File: src/rtl/barra.sv
// Breakout paddle controller: debounced buttons move the bar on a frame tick, hits are counted, IDLE/PLAY/OVER sequencing.
// Latency: x_bar updates 1 cycle after tick; hit_count/hit_flash 1 cycle after the registered hit_bar edge; reset acts at once.
// Backpressure: none; level inputs are sampled every cycle. Optional macro BARRA_ACCEL_EN enables a fast step for long holds.
module barra #(
   parameter int H_BAR    = 8,
   parameter int W_BAR    = 64,
   parameter int Y_BAR    = 448,
   parameter int X_HOME   = 320,
   parameter int STEP     = 4,
   parameter int TICK_DIV = 416667,
   parameter int DEB_CYC  = 250000,
   parameter int FLASH_TK = 8
`ifdef BARRA_ACCEL_EN
   , parameter int HOLD_TK = 16
`endif
) (
   input  logic       clock,
   input  logic       reset,
   input  logic       start,
   input  logic       btn_left,
   input  logic       btn_right,
   input  logic       hit_bar,
   input  logic       endgame,
   output logic [9:0] x_bar,
   output logic [9:0] y_bar,
   output logic       playing,
   output logic [7:0] hit_count,
   output logic       hit_flash
);

   localparam int TW = $clog2(TICK_DIV + 1);
   localparam int DW = $clog2(DEB_CYC + 1);
   localparam int FW = $clog2(FLASH_TK + 1);
   // keep the whole bar on the 480-line screen even for odd geometry
   localparam int Y_POS = (Y_BAR + H_BAR > 479) ? (479 - H_BAR) : Y_BAR;
   localparam logic [10:0] LIM_L = 11'(W_BAR);
   localparam logic [10:0] LIM_R = 11'(640 - W_BAR);

   typedef enum logic [1:0] {IDLE = 2'd0, PLAY = 2'd1, OVER = 2'd2} state_t;

   state_t        state, state_nx;
   logic [2:0]    btn_raw, sync1, sync2, deb;
   logic [DW-1:0] deb_cnt [3];
   logic          start_q, start_rise;
   logic [TW-1:0] tick_cnt;
   logic          tick;
   logic          hit_q, hit_rise, go_idle;
   logic [FW-1:0] flash_cnt;
   logic          left_only, right_only;
   logic [10:0]   x_wide, step;
   logic [9:0]    x_next;

   // bit 0 = left, bit 1 = right, bit 2 = start
   assign btn_raw    = {start, btn_right, btn_left};
   assign left_only  = deb[0] & ~deb[1];
   assign right_only = deb[1] & ~deb[0];
   assign start_rise = deb[2] & ~start_q;
   assign tick       = (tick_cnt == TW'(TICK_DIV - 1));
   assign hit_rise   = hit_bar & ~hit_q;
   assign go_idle    = (state == OVER) && start_rise;
   assign playing    = (state == PLAY);
   assign y_bar      = 10'(Y_POS);
   assign x_wide     = {1'b0, x_bar};

   // two-flop synchronisers, then a debounced level that only follows after DEB_CYC differing samples
   always_ff @(posedge clock or posedge reset) begin
      if (reset) begin
         sync1   <= '0;
         sync2   <= '0;
         deb     <= '0;
         start_q <= 1'b0;
         for (int i = 0; i < 3; i++) deb_cnt[i] <= '0;
      end else begin
         sync1   <= btn_raw;
         sync2   <= sync1;
         start_q <= deb[2];
         for (int i = 0; i < 3; i++) begin
            if (sync2[i] == deb[i]) begin
               deb_cnt[i] <= '0;
            end else if (deb_cnt[i] == DW'(DEB_CYC - 1)) begin
               deb[i]     <= sync2[i];
               deb_cnt[i] <= '0;
            end else begin
               deb_cnt[i] <= deb_cnt[i] + 1'b1;
            end
         end
      end
   end

   // free-running frame tick divider, runs in every state
   always_ff @(posedge clock or posedge reset) begin
      if (reset) tick_cnt <= '0;
      else       tick_cnt <= tick ? '0 : tick_cnt + 1'b1;
   end

`ifdef BARRA_ACCEL_EN
   localparam int HW = $clog2(HOLD_TK + 1);
   logic [HW-1:0] hold_cnt;
   logic          hold_dir;

   assign step = (hold_cnt == HW'(HOLD_TK)) ? 11'(2 * STEP) : 11'(STEP);

   // counts move ticks with one direction held; release, both or reversal start over
   always_ff @(posedge clock or posedge reset) begin
      if (reset) begin
         hold_cnt <= '0;
         hold_dir <= 1'b0;
      end else if ((state != PLAY) || !(left_only || right_only)) begin
         hold_cnt <= '0;
      end else begin
         hold_dir <= right_only;
         if (right_only != hold_dir)                   hold_cnt <= tick ? HW'(1) : '0;
         else if (tick && hold_cnt != HW'(HOLD_TK))    hold_cnt <= hold_cnt + 1'b1;
      end
   end
`else
   assign step = 11'(STEP);
`endif

   // next bar position, compared in 11 bits so the clamp never sees a 10-bit wrap
   always_comb begin
      x_next = x_bar;
      if (left_only)
         x_next = (x_wide < LIM_L + step) ? 10'(LIM_L) : 10'(x_wide - step);
      else if (right_only)
         x_next = (x_wide > LIM_R - step) ? 10'(LIM_R) : 10'(x_wide + step);
   end

   // game state register
   always_ff @(posedge clock or posedge reset) begin
      if (reset) state <= IDLE;
      else       state <= state_nx;
   end

   // game sequencing: endgame only matters in PLAY
   always_comb begin
      state_nx = state;
      case (state)
         IDLE:    if (start_rise) state_nx = PLAY;
         PLAY:    if (endgame)    state_nx = OVER;
         OVER:    if (start_rise) state_nx = IDLE;
         default: state_nx = IDLE;
      endcase
   end

   // bar position, hit counter and flash timer; OVER freezes x and count but lets the flash decay
   always_ff @(posedge clock or posedge reset) begin
      if (reset) begin
         x_bar     <= 10'(X_HOME);
         hit_count <= '0;
         hit_flash <= 1'b0;
         flash_cnt <= '0;
         hit_q     <= 1'b0;
      end else begin
         hit_q <= hit_bar;
         if (go_idle) begin
            x_bar     <= 10'(X_HOME);
            hit_count <= '0;
            hit_flash <= 1'b0;
            flash_cnt <= '0;
         end else begin
            if ((state == PLAY) && tick) x_bar <= x_next;
            if ((state == PLAY) && hit_rise) begin
               if (hit_count != 8'hFF) hit_count <= hit_count + 1'b1;
               hit_flash <= 1'b1;
               flash_cnt <= FW'(FLASH_TK);
            end else if (tick && (flash_cnt != '0)) begin
               flash_cnt <= flash_cnt - 1'b1;
               if (flash_cnt == FW'(1)) hit_flash <= 1'b0;
            end
         end
      end
   end

endmodule

File: config.mk
export PLATFORM = sky130hd
export DESIGN_NAME = barra
export DESIGN_NICKNAME = d
export VERILOG_FILES = /design/src/rtl/barra.sv
export SDC_FILE = /design/constraint.sdc
export NUM_CORES = 1
export LEC_CHECK = 0
export ABC_AREA = 1
export CAP_MARGIN = 20
export CORE_ASPECT_RATIO = 0.8
export CORE_MARGIN = 1.5
export CORE_UTILIZATION = 45
export DETAILED_ROUTE_END_ITERATION = 8
export PLACE_DENSITY_LB_ADDON = 0.08
export SYNTH_ARGS = -nofsm -noshare
export SYNTH_HDL_FRONTEND = slang
export SYNTH_SLANG_ARGS = --single-unit
File: constraint.sdc
create_clock -name clock -period 7.8 [get_ports clock]
set_input_delay 1.56 -clock clock [delete_from_list [all_inputs] [get_ports clock]]
set_output_delay 1.56 -clock clock [all_outputs]
set_load 0.01 [all_outputs]
-- After elaboration in Yosys (flattened, before gate mapping)
Cells that the tools add are included.
- register bits after elaboration: 109
- input bits: 7
- output and inout port bits: 30
- logic and storage cells: 97
- $add $sub $neg: 8
- $lt $le $gt $ge: 2
- equal/unequal tests: 14
- muxes and demuxes: 27
- bitwise operators: 11
- reductions and logical operators: 19
- operators by type and width (operator ; number):
    $mux 18 ; 6
    $mux 10 ; 6
    $add 18x1->18 const B ; 3
    $eq 18x18->1 const B ; 3
    $mux 8 ; 3
    $add 19x1->19 const B ; 1
    $eq 19x19->1 const B ; 1
    $mux 19 ; 1
    $mux 4 ; 3
    $reduce_and 2->1 ; 6
    $add 10x3->10 const B ; 1
    $gt 10x10->1 const B ; 1
    $lt 10x7->1 const B ; 1
    $sub 10x3->10 const B ; 1
    $reduce_bool 3->1 ; 3
    $add 8x1->8 const B ; 1
    $ne 8x8->1 const B ; 1
    $not 1->1 ; 7
    $mux 2 ; 3
    $ne 2x2->1 const B ; 3
    $pmux 2 s3 ; 1
    $reduce_bool 2->1 ; 3
    $and 1x1->1 ; 4
    $eq 4x1->1 const B ; 1
    9 further kinds ; 17

-- Depth between registers and ports, before layout
Gate-level depths: netlist of run 1.
- depth after elaboration: 6
- gate-level depth with buffers: 11
- mapped depth without buffers: 11

-- Worst setup path after synthesis of run 1
No wires, ideal clock.
- path type: input to register
- start: in hit_bar
- end: reg hit_count[0]
- arrival time: 2229 ps
- data required time: 7683 ps
- slack: 5454 ps
- stages on the path: 6
- cell sequence: inv_1 > nor3_4 > o21ai_4 > buf_6 > nand2_2 > o21ai_2
- word-level cells in the longest chain between the ends: 4
- ends and longest elaborated chain (item ; RTL line ; source):
    from (decl) ; 22 ; input logic hit_bar,
    $and 1x1->1 ; 59 ; assign hit_rise = hit_bar & ~hit_q;
    $logic_and 1x1->1 ; 163 ; if ((state == PLAY) && hit_rise) begin
    $reduce_bool 2->1 (no source line) ; n/a ;
    $reduce_and 2->1 (no source line) ; n/a ;
    to (signal assigned) ; 164 ; if (hit_count != 8'hFF) hit_count <= hit_count + 1'b1;
    to (decl) ; 27 ; output logic [7:0] hit_count,
No other way between the ends.
A chain may end at the register's enable or synchronous reset.

-- Worst setup path after layout of run 1
- start: reg x_bar[6]
- end: out x_bar[6]
- RTL lines (item ; RTL line ; source):
    from (decl) ; 24 ; output logic [9:0] x_bar,
    from (signal assigned) ; 149 ; x_bar <= 10'(X_HOME);
    from (signal assigned) ; 157 ; x_bar <= 10'(X_HOME);
    from (signal assigned) ; 162 ; if ((state == PLAY) && tick) x_bar <= x_next;
No word-level cell between the ends.

==> results of run 1 <==
per-stage QoR:
step           power, mW  area, um2  setup slack, ns  cells  hold slack, ns
6_report            1.07       6910             4.73   1060           0.353
3_5_place_dp       0.632       6620             4.51   1044           0.348
2_1_floorplan      0.621       6270             3.43    856           0.331
5_1_grt             1.12       6910             4.67   1060           0.367
3_3_place_gp       0.631       6620             4.54   1044           0.339
4_1_cts             1.09       6910             4.72   1060           0.363
report_power, final:
group	internal [mW]	switching (mW)
logic	0.0158	0.0322
clock network	0.251	0.195
registers	0.564	0.00837
total	0.831	0.235
cells in the final DEF, fill, tap and decap left out, types with 2 or more instances in the layout:
cell / netlist / routed
nand2_1: 196 / 196
nor2_1: 150 / 150
inv_1: 108 / 107
dfrtp_1: 105 / 105
nand3_1: 87 / 87
xor2_1: 37 / 37
clkdlybuf4s50_1: 0 / 24
nor3_1: 22 / 22
a21oi_1: 16 / 16
o21ai_0: 16 / 16
nand4_1: 12 / 12
conb_1: 2 / 12
ha_1: 11 / 11
nor2_2: 10 / 10
inv_2: 9 / 9
clkbuf_16: 0 / 9
o21ai_2: 8 / 8
nand2_2: 7 / 7
xnor2_1: 7 / 7
clkbuf_1: 0 / 4
nand3b_1: 3 / 3
or2_2: 3 / 3
o21ai_1: 3 / 3
nand3_2: 2 / 2
nor3_4: 2 / 2
a31oi_1: 2 / 2
and3_1: 2 / 2
nor3b_1: 2 / 2
dfstp_2: 2 / 2
per-layer routing:
metal / routed length, um / vias up / GRT usage [%]
li1: - / 2689 / -
met1: 6380 / 2432 / 26.3
met2: 5560 / 114 / 29.5
met3: 531 / 14 / 4.13
met4: 134 / 0 / 5.07
met5: 0 / - / 0
state kept, by name (all words and copies together), names as in the netlist:
register and count:
sync1 3, state 2, hit_q 1, deb 3, x_bar 8, tick_cnt 19, sync2 3, hit_flash 1
start_q 1, hit_count 8, deb_cnt 54, flash_cnt 4
final timing paths:
check	from	to	slack (ns)	cells past startpoint
max	x_bar[6]	x_bar[6]	4.73	1
min reg2reg	sync1[2]	sync2[2]	0.35	0
max in group asynchronous	reset	deb[1]	5.01	3
max reg2reg	tick_cnt[0]	x_bar[7]	6.03	11
min	sync1[2]	sync2[2]	0.35	0
min in group asynchronous	reset	deb_cnt[15]	1.69	2
cell families (layout without fill, tap and decap cells):
logic type	after synthesis	in the layout	synth area share [%]
buffers and inverters	134	158	9.00
AOI/OAI and AO/OA	48	48	4.64
adders and majority gates	11	11	2.21
DFF	107	107	43.0
xor gates and xnor gates	44	44	6.19
and+or+nand+nor	500	500	34.8
other	2	12	0.121
cell type report:
| cell class | instances | area (um2) | share of cell area [%] |
|---|---|---|---|
| multi-input combinational | 615 | 3030 | 43.8 |
| tap | 180 | 225 | 3.26 |
| clock inverter | 3 | 47.5 | 0.688 |
| clock buffer | 13 | 240 | 3.48 |
| inverter | 117 | 442 | 6.39 |
| sequential | 107 | 2680 | 38.8 |
| timing repair buffer | 25 | 248 | 3.59 |
==> flow_metrics.py, run 1 <==
metrics = {
    "power_and_ir_drop": {
        "peakVddDrop_mv": 0.0960,
        "power_density_nw_per_um2": 154,
        "total_leakage_power_nw": 3.19,
    },
    "placement": {
        "port_buffers": 24,
        "dp.final_hpwl_um": 9250,
        "gp_congestion": 0.856,
    },
    "yosys": {
        "ys_seq_elements": 107,
        "synth_most_common_cell": "nand2_1",
        "synth_edf_count": 0,
        "synthArstFlopShare_pct": 100,
        "syn_inst": 846,
        "ys.flop_type": "dfrtp_1",
        "synth_area_leaders": "dfrtp_1, nand2_1, nor2_1",
        "netlist_area_um2": 6230,
        "yosys.cell_types.count": 34,
        "postSynthAreaPerCell_um2": 7.36,
        "synth_top_cell_by_area": "dfrtp_1",
        "synth_top_cells_by_count": "nand2_1, nor2_1, inv_1",
        "yosysSeqAreaShare_pct": 43.0,
        "yosysTopAreaCellShare_pct": 42.2,
        "yosysWarnings": 0,
    },
    "clock_tree": {
        "ctsResizeCount": 0,
        "root_buffer": "clkbuf_16",
        "cts_tree": "yes",
        "clock_latency_ns": 0.35,
        "cts_buffer_depth": 2,
        "cts_sinks": 107,
        "hold_buffers": 0,
        "cts.clk_slew.worst_paths_ns": 0.07,
        "cts_made_buffers": 9,
        "htree_levels": 3,
        "postCtsSetupBuffers": 0,
    },
    "die": {
        "io_pins": 37,
        "die-area_um2": 14600,
        "coreArea_um2": 13600,
        "die_w_um": 135,
        "initial_core_util_pct": 46.0,
        "dieHeight_um": 108,
        "rows": 38,
    },
    "detailed_routing": {
        "ant_nets": 0,
        "drt-vias-per-instance": 4.95,
        "num_vias": 5249,
        "drt_iter0_markers": 333,
        "wl_per_cell_um": 11.9,
        "drt-total-wl_um": 12600,
        "dr.pass1.iters": 6,
        "drc_errors": 0,
    },
    "global_route": {
        "grt_max_degree": 59,
        "track_usage_pct": 18.8,
        "grt_pass1_vias": 4755,
        "grt_antenna_before_repair": 0,
        "grt_pass1_wl_um": 22000,
        "grt.overflow.total": 0,
    },
    "outcome": {
        "status": "finished clean",
    },
    "timing": {
        "slew_viol_final": 0,
        "layout_min_cycle_time_ns": 3.07,
        "fmax_mhz": 326,
        "rsz0062_at_grt": "false",
        "relSlewSlack_pct": 52.1,
        "min_period_over_period_pct": 39.3,
        "setup-violations-final": 0,
        "finalHoldViolCount": 0,
        "setup-tns-final_ns": 0,
        "finClkSkew_ns": 0.00994,
        "tightestPinTransition_ns": 0.718,
    },
    "worst_setup_path": {
        "cp-start-kind": "register",
        "cp-end-kind": "output port",
        "cp.arrival_ns": 1.51,
        "crit_family": "flip-flops",
        "path_max_fanout": 8,
        "worst-path-buf-inv": 1,
        "crit_type": "register to output port",
        "cp_slowest_cell": "dfstp_2",
        "crit_required_ns": 6.24,
        "crit_chain": "clkdlybuf4s50_1",
        "max_stage_delay_ns": 0.61,
    },
    "final_layout": {
        "drive_gt1_share_pct": 6.82,
        "layout.nets": 893,
        "fill_cells": 1285,
        "diodes": 0,
        "post-route-util_pct": 51.0,
        "syn_to_final_growth_pct": 10.9,
    },
    "run": {
        "cap_violations": 0,
    },
    "worst_hold_path": {
        "hp-class": "register to register",
    },
}
Power figures use the tool's default switching activity.
==> run 2: changes to the inputs <==
==> constraint.sdc (replaced) <==
create_clock -name clock -period 3 [get_ports clock]
set_input_delay 0.6 -clock clock [delete_from_list [all_inputs] [get_ports clock]]
set_output_delay 0.6 -clock clock [all_outputs]
set_load 0.01 [all_outputs]
==> flow_metrics.py, run 2 (same netlist as run 1, synthesis figures left out) <==
metrics = {
    "clock_tree": {
        "postCtsSetupBuffers": 0,
        "ctsResizeCount": 0,
        "cts_buffer_depth": 2,
        "cts_tree": "yes",
        "cts.clk_slew.worst_paths_ns": 0.07,
        "cts_made_buffers": 9,
        "hold_buffers": 0,
        "clock_latency_ns": 0.36,
        "cts_sinks": 107,
        "root_buffer": "clkbuf_16",
        "htree_levels": 3,
    },
    "placement": {
        "port_buffers": 24,
        "place_area_um2": 6670,
        "dpl.cell_count": 1047,
        "place_ws_ns": 1.02,
        "dp.final_hpwl_um": 9430,
        "gp_congestion": 0.844,
    },
    "final_layout": {
        "fill_cells": 1331,
        "layout_common_cells": "nand2_1, nor2_1, inv_1",
        "fin_cells": 1063,
        "reg_top3": "deb_cnt (54), tick_cnt (19)",
        "mostFrequentLayoutCell": "nand2_1",
        "layout.nets": 896,
        "design_area_um2": 6970,
        "largest_reg_flops": 54,
        "seq_area_um2": 2680,
        "syn_to_final_growth_pct": 11.9,
        "post-route-util_pct": 51.4,
        "multiInputGateArea_um2": 3030,
        "largest_register": "deb_cnt",
        "diodes": 0,
        "drive_gt1_share_pct": 7.59,
    },
    "worst_setup_path": {
        "cp-start-kind": "register",
        "crit_chain": "clkdlybuf4s50_1",
        "max_stage_delay_ns": 0.61,
        "worst-path-buf-inv": 1,
        "cp-end-kind": "output port",
        "cp_slowest_cell": "dfstp_2",
        "path_max_fanout": 8,
        "crit_type": "register to output port",
        "crit_required_ns": 2.40,
        "crit_path_start": "x_bar[6]",
        "crit_family": "flip-flops",
        "r2r-start": "tick_cnt[0]",
        "cp.arrival_ns": 1.52,
    },
    "timing": {
        "setup_ws_ns": 0.880,
        "finalHoldViolCount": 0,
        "tightestPinTransition_ns": 0.725,
        "rsz0062_at_grt": "false",
        "min_period_over_period_pct": 70.7,
        "setup-tns-final_ns": 0,
        "finClkSkew_ns": 0.0100,
        "layout_min_cycle_time_ns": 2.12,
        "relSlewSlack_pct": 51.6,
        "slew_viol_final": 0,
        "setup-violations-final": 0,
        "fmax_mhz": 472,
        "hold_slack_ns": 0.351,
    },
    "die": {
        "die-area_um2": 14600,
        "dieHeight_um": 108,
        "coreArea_um2": 13600,
        "rows": 38,
        "io_pins": 37,
        "die_w_um": 135,
        "initial_core_util_pct": 46.0,
    },
    "run": {
        "cap_violations": 0,
    },
    "detailed_routing": {
        "drt-total-wl_um": 12600,
        "ant_nets": 0,
        "drc_errors": 0,
        "dr.pass1.iters": 5,
        "wl_per_cell_um": 11.8,
        "drt-vias-per-instance": 4.90,
        "num_vias": 5205,
        "drt_iter0_markers": 396,
    },
    "power_and_ir_drop": {
        "power_mw": 2.80,
        "power_density_nw_per_um2": 402,
        "peakVddDrop_mv": 0.296,
        "total_leakage_power_nw": 3.22,
    },
    "global_route": {
        "grt_pass1_vias": 4853,
        "track_usage_pct": 19.1,
        "grt_pass1_wl_um": 22400,
        "grt_antenna_before_repair": 0,
        "grt_max_degree": 32,
        "grt.overflow.total": 0,
    },
    "worst_hold_path": {
        "hp-class": "register to register",
        "hp-start": "sync1[2]",
    },
    "outcome": {
        "status": "finished clean",
    },
}
-- run 2: changes by cell type in the layout (fill, tap and decap cells not counted) --
cell	delta
inv_4	-1
clkbuf_1	-4
bufinv_16	-1
buf_4	+1
clkinvlp_4	+3
buf_12	+2
clkbuf_8	+3
-- run 2: metal layers --
layer / track usage, % / part of all wire [%] / up-vias / wire (um)
met3: 4.41 / 3.4 / 15 / 434
met2: 29.2 / 42 / 81 / 5260
met1: 27.1 / 53 / 2412 / 6710
met4: 5.84 / 1.5 / 0 / 187
met5: 0 / 0 / - / 0
li1: - / - / 2697 / -
-- run 2: power breakdown --
group	total, mW	internal, mW	leakage, nW	switching (mW)
Sequential	1.49	1.47	1.43	0.0214
Combinational	0.134	0.0475	1.64	0.0861
Clock	1.18	0.636	0.141	0.543
-- run 2: cell type report --
class / instances / area share (%)
flip-flops and latches: 107 / 38.5
clock buffers: 12 / 3.82
multi-input cells: 615 / 43.4
inverters: 117 / 6.36
well taps: 180 / 3.23
clock inverters: 4 / 0.467
repair buffers: 28 / 4.24
-- run 2: worst paths after layout --
path / endpoint / slack [ns] / depth (start not counted)
hold reg to reg: sync2[2] / 0.35 / 0
setup / recovery: x_bar[6] / 0.88 / 1
setup reg to reg: x_bar[4] / 1.26 / 11
min in group asynchronous: hit_q / 0.71 / 2
hold / removal: sync2[2] / 0.35 / 0
max in group asynchronous: sync1[2] / 1.65 / 3
==> run 3: changes to the inputs <==
==> constraint.sdc (replaced) <==
create_clock -name clock -period 1.78 [get_ports clock]
set_input_delay 0.356 -clock clock [delete_from_list [all_inputs] [get_ports clock]]
set_output_delay 0.356 -clock clock [all_outputs]
set_load 0.01 [all_outputs]
==> flow_metrics.py, run 3 (same netlist as run 1, synthesis figures left out) <==
metrics = {
    "die": {
        "dieHeight_um": 108,
        "initial_core_util_pct": 46.0,
        "die-area_um2": 14600,
        "rows": 38,
        "coreArea_um2": 13600,
        "io_pins": 37,
        "die_w_um": 135,
    },
    "detailed_routing": {
        "drc_errors": 0,
        "drt_iter0_markers": 404,
        "num_vias": 5262,
        "drt-vias-per-instance": 4.87,
        "drt-total-wl_um": 13100,
        "ant_nets": 0,
        "dr.pass1.iters": 5,
        "wl_per_cell_um": 12.1,
    },
    "clock_tree": {
        "cts_tree": "yes",
        "root_buffer": "clkbuf_16",
        "cts_buffer_depth": 2,
        "cts.clk_slew.worst_paths_ns": 0.07,
        "hold_buffers": 0,
        "htree_levels": 3,
        "cts_made_buffers": 9,
        "clock_latency_ns": 0.36,
        "cts_sinks": 107,
    },
    "final_layout": {
        "seq_area_um2": 2690,
        "fill_cells": 1278,
        "multiInputGateArea_um2": 3080,
        "reg_top3": "deb_cnt (54), tick_cnt (19)",
        "layout_common_cells": "nand2_1, nor2_1, inv_1",
        "drive_gt1_share_pct": 10.8,
        "largest_reg_flops": 54,
        "diodes": 0,
        "mostFrequentLayoutCell": "nand2_1",
        "largest_register": "deb_cnt",
        "layout.nets": 914,
        "syn_to_final_growth_pct": 15.5,
        "fin_cells": 1081,
    },
    "worst_setup_path": {
        "crit_family": "buffers and inverters",
        "r2r_slack_ns": 0.15,
        "max_stage_delay_ns": 0.57,
        "worst-path-buf-inv": 1,
        "crit_path_start": "x_bar[5]",
        "crit_required_ns": 1.42,
        "cp_slowest_cell": "clkdlybuf4s50_1",
        "cp.arrival_ns": 1.39,
        "crit_type": "register to output port",
        "crit_chain": "clkdlybuf4s50_1",
        "cp-start-kind": "register",
        "r2r-end": "hit_count[2]",
        "r2r-start": "hit_count[1]",
        "cp-end-kind": "output port",
        "reg2reg_depth": 9,
        "path_max_fanout": 9,
    },
    "global_route": {
        "grt_pass1_wl_um": 22900,
        "grt_pass1_vias": 4927,
        "grt.overflow.total": 0,
        "grt_antenna_before_repair": 0,
        "track_usage_pct": 19.6,
        "grt_max_degree": 42,
    },
    "power_and_ir_drop": {
        "power_mw": 5.05,
        "power_density_nw_per_um2": 703,
        "peakVddDrop_mv": 0.595,
        "total_leakage_power_nw": 3.32,
    },
    "placement": {
        "gp_congestion": 0.862,
        "dpl.cell_count": 1058,
        "port_buffers": 24,
        "dp.final_hpwl_um": 9710,
    },
    "worst_hold_path": {
        "hp-class": "input pin to async pin",
    },
    "timing": {
        "setup-tns-final_ns": 0,
        "slew_viol_final": 0,
        "min_period_over_period_pct": 98.1,
        "layout_min_cycle_time_ns": 1.75,
        "fmax_mhz": 573,
        "finClkSkew_ns": 0.00874,
        "finalHoldViolCount": 0,
        "setup-violations-final": 0,
    },
    "run": {
        "cap_violations": 0,
    },
    "outcome": {
        "status": "finished clean",
    },
}
==> run 3: where the power goes <==
part	total [mW]	internal, mW	switching, mW
logic	0.238	0.0866	0.152
clock network	2.31	1.39	0.926
registers	2.50	2.47	0.0336
total	5.05	3.94	1.11
==> run 3: repair_timing <==
action,CTS,global route
resized for setup,9,12
gates cloned,0,1
pin swaps,0,1
buffers inserted,1,5
endpoints found under the setup margin,8,23
==> run 3: area by class of cell <==
cell class                 instances  share of cell area (%)
timing repair buffer              45                    5.64
tap                              180                    3.13
sequential                       107                    37.4
multi-input combinational        616                    42.8
clock inverter                     7                    1.72
inverter                         117                    6.16
clock buffer                       9                    3.13
==> run 3: how the worst max path moves through the flow <==
stage,end,depth (start not counted),slack (ns)
2_1_floorplan,deb[0],1,0.14
6_report,x_bar[5],1,0.03
3_3_place_gp,hit_count[7],6,0.12
3_5_place_dp,hit_count[7],6,0.09
5_1_grt,hit_count[2],9,-0.01
4_1_cts,x_bar[5],1,0.03
==> run 3: stage by stage <==
stage               utilization (%)  hold slack (ns)  setup WS, ns  cell area [um2]
finish                         53.1            0.319        0.0343             7190
global route                   53.1            0.347       -0.0113             7190
CTS                            52.4            0.324        0.0317             7100
detailed placement             49.7            0.340        0.0877             6740
global placement               49.7            0.336         0.125             6740
floorplan                         -            0.331         0.138             6270
==> run 3: layer usage <==
| layer | up-vias | GRT usage (%) | wire length (um) |
|---|---|---|---|
| met2 | 104 | 30.1 | 5570 |
| met1 | 2421 | 28.3 | 6820 |
| met4 | 0 | 5.30 | 177 |
| met3 | 12 | 3.84 | 504 |
| li1 | 2725 | - | - |
| met5 | - | 0 | 0 |
